===== src/rtl/ilv_pkg.sv =====
// Shared 4x11 block-interleave definitions for the 44-bit Hybrid Hamming codeword path.
// The deinterleaver and the transmit serializer both take their mapping from ilv_src_index.
package ilv_pkg;

  localparam int unsigned ILV_ROWS  = 4;
  localparam int unsigned ILV_COLS  = 11;
  localparam int unsigned ILV_W     = ILV_ROWS * ILV_COLS;
  localparam int unsigned ILV_IDX_W = $clog2(ILV_W);

  typedef enum logic {
    ST_IDLE,
    ST_SHIFT
  } ser_state_e;

  // Interleaved bit i is taken from this codeword bit (row = i mod ROWS, column = i div ROWS).
  function automatic int unsigned ilv_src_index(input int unsigned i);
    return ILV_W - 1 - ILV_COLS * (i % ILV_ROWS) - (i / ILV_ROWS);
  endfunction

endpackage


===== src/rtl/interleave_perm.sv =====
// Purely combinational 4x11 block interleave: Hamming-order codeword in, channel-order word out.
module interleave_perm
  import ilv_pkg::*;
(
  input  logic [ILV_W-1:0] i_word,
  output logic [ILV_W-1:0] o_word
);

  for (genvar g = 0; g < ILV_W; g++) begin : g_perm
    assign o_word[g] = i_word[ilv_src_index(g)];
  end

endmodule


===== src/rtl/interleaver_serializer.sv =====
// Transmit serializer: interleaves 44-bit codewords and streams them one bit per handshake,
// with a one-word holding register so consecutive frames leave without bubbles.
module interleaver_serializer
  import ilv_pkg::*;
#(
  parameter  int unsigned ROWS  = 4,
  parameter  int unsigned COLS  = 11,
  parameter  int unsigned CNT_W = 16,
  localparam int unsigned W     = ROWS * COLS
) (
  input  logic             clk,
  input  logic             rst,
  input  logic [W-1:0]     data_in,
  input  logic             in_valid,
  output logic             in_ready,
  output logic             ser_data,
  output logic             ser_valid,
  input  logic             ser_ready,
  output logic             ser_sof,
  output logic             ser_eof,
  output logic [CNT_W-1:0] frames_sent,
  output logic             busy
);

  localparam logic [ILV_IDX_W-1:0] IDX_LAST = ILV_IDX_W'(W - 1);

  ser_state_e           r_state, w_state_nxt;
  logic [W-1:0]         r_sr, w_sr_nxt;
  logic [W-1:0]         r_hr, w_hr_nxt;
  logic                 r_hr_full, w_hr_full_nxt;
  logic [ILV_IDX_W-1:0] r_idx, w_idx_nxt;
  logic [CNT_W-1:0]     r_frames, w_frames_nxt;
  logic                 r_in_ready;
  logic [W-1:0]         w_perm;
  logic                 w_accept;

  interleave_perm u_perm (
    .i_word (data_in),
    .o_word (w_perm)
  );

  assign w_accept = in_valid && r_in_ready;

  always_comb begin
    w_state_nxt   = r_state;
    w_sr_nxt      = r_sr;
    w_hr_nxt      = r_hr;
    w_hr_full_nxt = r_hr_full;
    w_idx_nxt     = r_idx;
    w_frames_nxt  = r_frames;
    case (r_state)
      ST_IDLE: begin
        if (w_accept) begin
          w_sr_nxt    = w_perm;
          w_idx_nxt   = '0;
          w_state_nxt = ST_SHIFT;
        end
      end
      ST_SHIFT: begin
        if (ser_ready && (r_idx == IDX_LAST)) begin
          w_frames_nxt = r_frames + 1'b1;
          w_idx_nxt    = '0;
          // HR drains first; a word accepted on the same edge refills HR.
          if (r_hr_full) begin
            w_sr_nxt      = r_hr;
            w_hr_full_nxt = w_accept;
            if (w_accept) w_hr_nxt = w_perm;
          end else if (w_accept) begin
            w_sr_nxt = w_perm;
          end else begin
            w_state_nxt = ST_IDLE;
          end
        end else begin
          if (ser_ready) w_idx_nxt = r_idx + 1'b1;
          if (w_accept) begin
            w_hr_nxt      = w_perm;
            w_hr_full_nxt = 1'b1;
          end
        end
      end
      default: w_state_nxt = ST_IDLE;
    endcase
  end

  always_ff @(posedge clk) begin
    if (rst) begin
      r_state    <= ST_IDLE;
      r_sr       <= '0;
      r_hr       <= '0;
      r_hr_full  <= 1'b0;
      r_idx      <= '0;
      r_frames   <= '0;
      r_in_ready <= 1'b1;
    end else begin
      r_state    <= w_state_nxt;
      r_sr       <= w_sr_nxt;
      r_hr       <= w_hr_nxt;
      r_hr_full  <= w_hr_full_nxt;
      r_idx      <= w_idx_nxt;
      r_frames   <= w_frames_nxt;
      r_in_ready <= !w_hr_full_nxt;
    end
  end

  assign in_ready    = r_in_ready;
  assign ser_valid   = (r_state == ST_SHIFT);
  assign ser_data    = (r_state == ST_SHIFT) ? r_sr[r_idx] : 1'b0;
  assign ser_sof     = (r_state == ST_SHIFT) && (r_idx == '0);
  assign ser_eof     = (r_state == ST_SHIFT) && (r_idx == IDX_LAST);
  assign frames_sent = r_frames;
  assign busy        = (r_state == ST_SHIFT) || r_hr_full;

endmodule

===== config.mk =====
export PLATFORM = sky130hd
export DESIGN_NAME = interleaver_serializer
export DESIGN_NICKNAME = d
export VERILOG_FILES = /design/src/rtl/ilv_pkg.sv /design/src/rtl/interleave_perm.sv /design/src/rtl/interleaver_serializer.sv
export SDC_FILE = /design/constraint.sdc
export NUM_CORES = 1
export LEC_CHECK = 0
export CORE_MARGIN = 5
export CORE_UTILIZATION = 40
export CTS_CLUSTER_SIZE = 28
export DETAILED_ROUTE_END_ITERATION = 10
export PLACE_DENSITY_LB_ADDON = 0.05
export SLEW_MARGIN = 10
export SYNTH_ARGS = -nofsm -noshare
export SYNTH_HDL_FRONTEND = slang
export SYNTH_SLANG_ARGS = --single-unit

===== constraint.sdc =====
create_clock -name clk -period 2.25 [get_ports clk]
set_clock_uncertainty 0.1 [all_clocks]
set_input_delay 0.45 -clock clk [delete_from_list [all_inputs] [get_ports clk]]
set_output_delay 0.45 -clock clk [all_outputs]
set_load 0.02 [all_outputs]

==> flow_metrics.tcl <==
set metrics [dict create \
    synth_fp_nets 618 \
    initial_core_util_pct 40.94 \
    whs_ns 0.3616 \
    slew_headroom_pct 58.37 \
    rsz0062_at_grt "yes" \
    violations "negative setup slack" \
    synthArstFlopShare_pct 0 \
    die_h_um 120.9 \
    grt_first_pass_wirelength_um 24950 \
    drive_gt1_share_pct 44.94 \
    cp-end-kind "output port" \
    fp-row-count 40 \
    io_buffer_count 69 \
    vias 4720 \
    drt.antenna.violating_nets 0 \
    ir_drop_uv 520.5 \
    status "finished, violations left" \
    final_max_slew_viol_count 0 \
    swShare_pct 26.98 \
    wl_um 15800 \
    hp-start "r_hr[2]$_SDFFE_PP0P_" \
    synth-seq-cells 113 \
    root_buffer "clkbuf_16" \
    synth_top_family_by_area "compound AO/OA/AOI/OAI gates" \
    drtIter0Drc 268 \
    layout_common_cells "110 x dfxtp_1, 64 x clkdlybuf4s50_1, 54 x nand2_1" \
    power.switching_mw 1.594 \
    multi_input_area_um2 3395 \
    fin_area_um2 8030 \
    synth_simple_gate_area_share_pct 19.36 \
    fin_tns_setup_ns -6.158 \
    die_area_um2 14610 \
    die_w_um 120.9 \
    synth-compound-area-share_pct 20.36 \
    synthFlopType "dfxtp_1" \
    finalWorstSetupSlack_ns -0.3377 \
    cts_htree_levels 4 \
    ys_seq_area_share_pct 46.01 \
    vias_per_cell 5.626 \
    post-route-util_pct 66.85 \
    hpwl_um 8107 \
    synth_xor_area_share_pct 3.384 \
    power_frac_seq_pct 38.3 \
    antenna_found_initial 0 \
    reg2reg_slack_ns -0.19 \
    synthDistinctLibCells 44 \
    clock_sink_count 113 \
    leakage_nw 2.860 \
    clock.fmax_mhz 386.4 \
    avgSynthCellArea_um2 8.672 \
    cp_cell_sequence "mux4_2, mux2_2, nand2_1, and3_1, o21ai_2, buf_6" \
    muxShareOfSynthArea_pct 5.165 \
    layout_commonest_cell "dfxtp_1" \
    core_um2 12010 \
    num_io_pins 70 \
    detail_route.wl_per_cell_um 18.83 \
    ff2ff_path_depth 13 \
    regArea_um2 2271 \
    finalCriticalPeriod_ns 2.588 \
    synth_edf_count 0 \
    crit_type "register to output port" \
    drcViolationCount 0 \
    clk_path_buf_depth 2 \
    synthToLayoutAreaGrowth_pct 63.31 \
    cts_hold_buf 0 \
    worst_slew_pin_slew_ns 0.6244 \
    hold_class "register to register" \
    min_delay_path_depth 2 \
    drv_cap 0 \
    finalSetupViolations 84 \
    critPathMaxStageDelay_ns 0.50 \
    power_frac_clock_pct 43.2 \
    crit_required_ns 1.70 \
    p_int_mw 4.315 \
    fill_cells 925 \
    netlist_instances 567 \
    place_congestion 0.7880 \
    clk_latency_ns 0.43 \
    finalCritPeriodShare_pct 115.0 \
    grt_max_degree 68 \
    final_cells 839 \
    placed_area_um2 5923 \
    cts.clk_slew.worst_paths_ns 0.05 \
    netlist_area_um2 4917 \
    power_density_nw_per_um2 735.9 \
    setup.worst_path.start_class "register" \
    diodes 0 \
    r2r-start "r_idx[0]$_SDFFE_PP0P_" \
    drtPass1Iterations 6 \
    comb_power_share_pct 18.5 \
    cts_tree "yes" \
    grt_usage_pct 21.76 \
    cts_buffers 17 \
    final_nets 730 \
    r2r_end "r_sr[0]$_SDFFE_PP0P_" \
    min_to "r_hr[2]$_SDFFE_PP0P_" \
    dp_cells 772 \
    critPathArrivalTime_ns 2.04 \
    yosys_warnings 0 \
    overflow 0 \
    final-hold-violation-count 0 \
    grt_pass1_vias 4718 \
    path_max_fanout 4 \
    synthAdderAreaFrac_pct 0.7634 \
    cp_slowest_cell "mux4_2" \
]
area by class of cell:
type | count | share of cell area [%]
multi-input cells | 403 | 42.27
flip-flops and latches | 113 | 28.28
repair buffers | 139 | 19.85
clock buffers | 29 | 6.856
well taps | 147 | 2.290
inverters | 5 | 0.2337
clock inverters | 3 | 0.2181
cell usage after synthesis (2+ instances only):
library cell / instances / share of area [%]
a2111oi_0: 2 / 0.36
a211oi_1: 44 / 6.7
a21oi_1: 41 / 4.2
a21oi_2: 6 / 1.1
a31oi_1: 2 / 0.25
and3_1: 3 / 0.38
and4_1: 2 / 0.36
buf_1: 3 / 0.23
buf_2: 15 / 1.5
buf_6: 4 / 0.92
clkbuf_1: 23 / 1.8
dfxtp_1: 113 / 46
ha_1: 3 / 0.76
inv_1: 5 / 0.38
mux2i_1: 4 / 0.81
mux4_2: 9 / 4.1
nand2_1: 105 / 8.0
nand3_1: 8 / 0.81
nand4_1: 8 / 1.0
nor2_1: 73 / 5.6
nor2b_1: 5 / 0.64
nor3_1: 2 / 0.20
nor4_1: 3 / 0.38
o21ai_0: 3 / 0.31
o22ai_1: 44 / 5.6
or2_2: 2 / 0.25
xnor2_1: 5 / 0.89
xor2_1: 14 / 2.5
power by group through the flow:
stage | registers (mW) | logic [mW] | clock network [mW]
CTS | 2.25 | 1.05 | 2.57
finish | 2.26 | 1.09 | 2.55
global route | 2.28 | 1.17 | 2.69
global placement | 2.25 | 0.639 | 0
detailed placement | 2.25 | 0.649 | 0
floorplan | 2.22 | 0.402 | 0
worst max-delay path: cells and delay by family, from the launching register on:
| kind | cells | cell delay (ns) |
|---|---|---|
| simple gates | 2 | 0.25 |
| buf+inv | 1 | 0.14 |
| compound gates | 1 | 0.07 |
| mux | 2 | 0.77 |
| flops | 1 | 0.37 |
flip-flops by register name (all words and copies together) (netlist names), named ones only:
signal / flops
r_sr: 44
r_idx: 6
r_hr: 44
in_ready: 1
ser_valid: 1
frames_sent: 16
stage by stage:
step                      total power [mW]  worst slack (ns)
final                                5.910           -0.3377
after global routing                 6.135           -0.4220
after CTS                            5.870           -0.3597
after detailed placement             2.896           -0.6016
after global placement               2.886           -0.5701
after floorplan                      2.624           0.06300
how the worst max path moves through the flow:
stage,startpoint,end,slack (ns)
after floorplan,r_idx[0]$_SDFFE_PP0P_,ser_data,0.06
after global placement,r_idx[0]$_SDFFE_PP0P_,ser_data,-0.57
after detailed placement,r_idx[0]$_SDFFE_PP0P_,ser_data,-0.60
after CTS,r_idx[1]$_SDFFE_PP0P_,ser_data,-0.36
after global routing,r_idx[0]$_SDFFE_PP0P_,ser_data,-0.42
final,r_idx[1]$_SDFFE_PP0P_,ser_data,-0.34
per-layer routing:
layer | wire [um] | vias to the layer above | track usage, %
li1 | - | 2247 | -
met1 | 7037 | 2341 | 28.28
met2 | 7688 | 112 | 34.11
met3 | 784 | 20 | 7.086
met4 | 290 | 0 | 7.295
met5 | 0 | - | 0
what timing repair did:
action / in CTS / in global routing
setup endpoints to repair: 111 / 100
pin swaps: 128 / 26
resized for setup: 247 / 72
gates cloned: 10 / 5
buffers inserted: 29 / 6
endpoints found under the hold margin: 0 / 0
logic make-up after synthesis:
family	Yosys count
flops	113
mux	14
simple gates	218
buf+inv	51
compound gates	149
fa+ha+maj	3
xor+xnor	19
No activity file was read; power rests on OpenSTA's default activity.
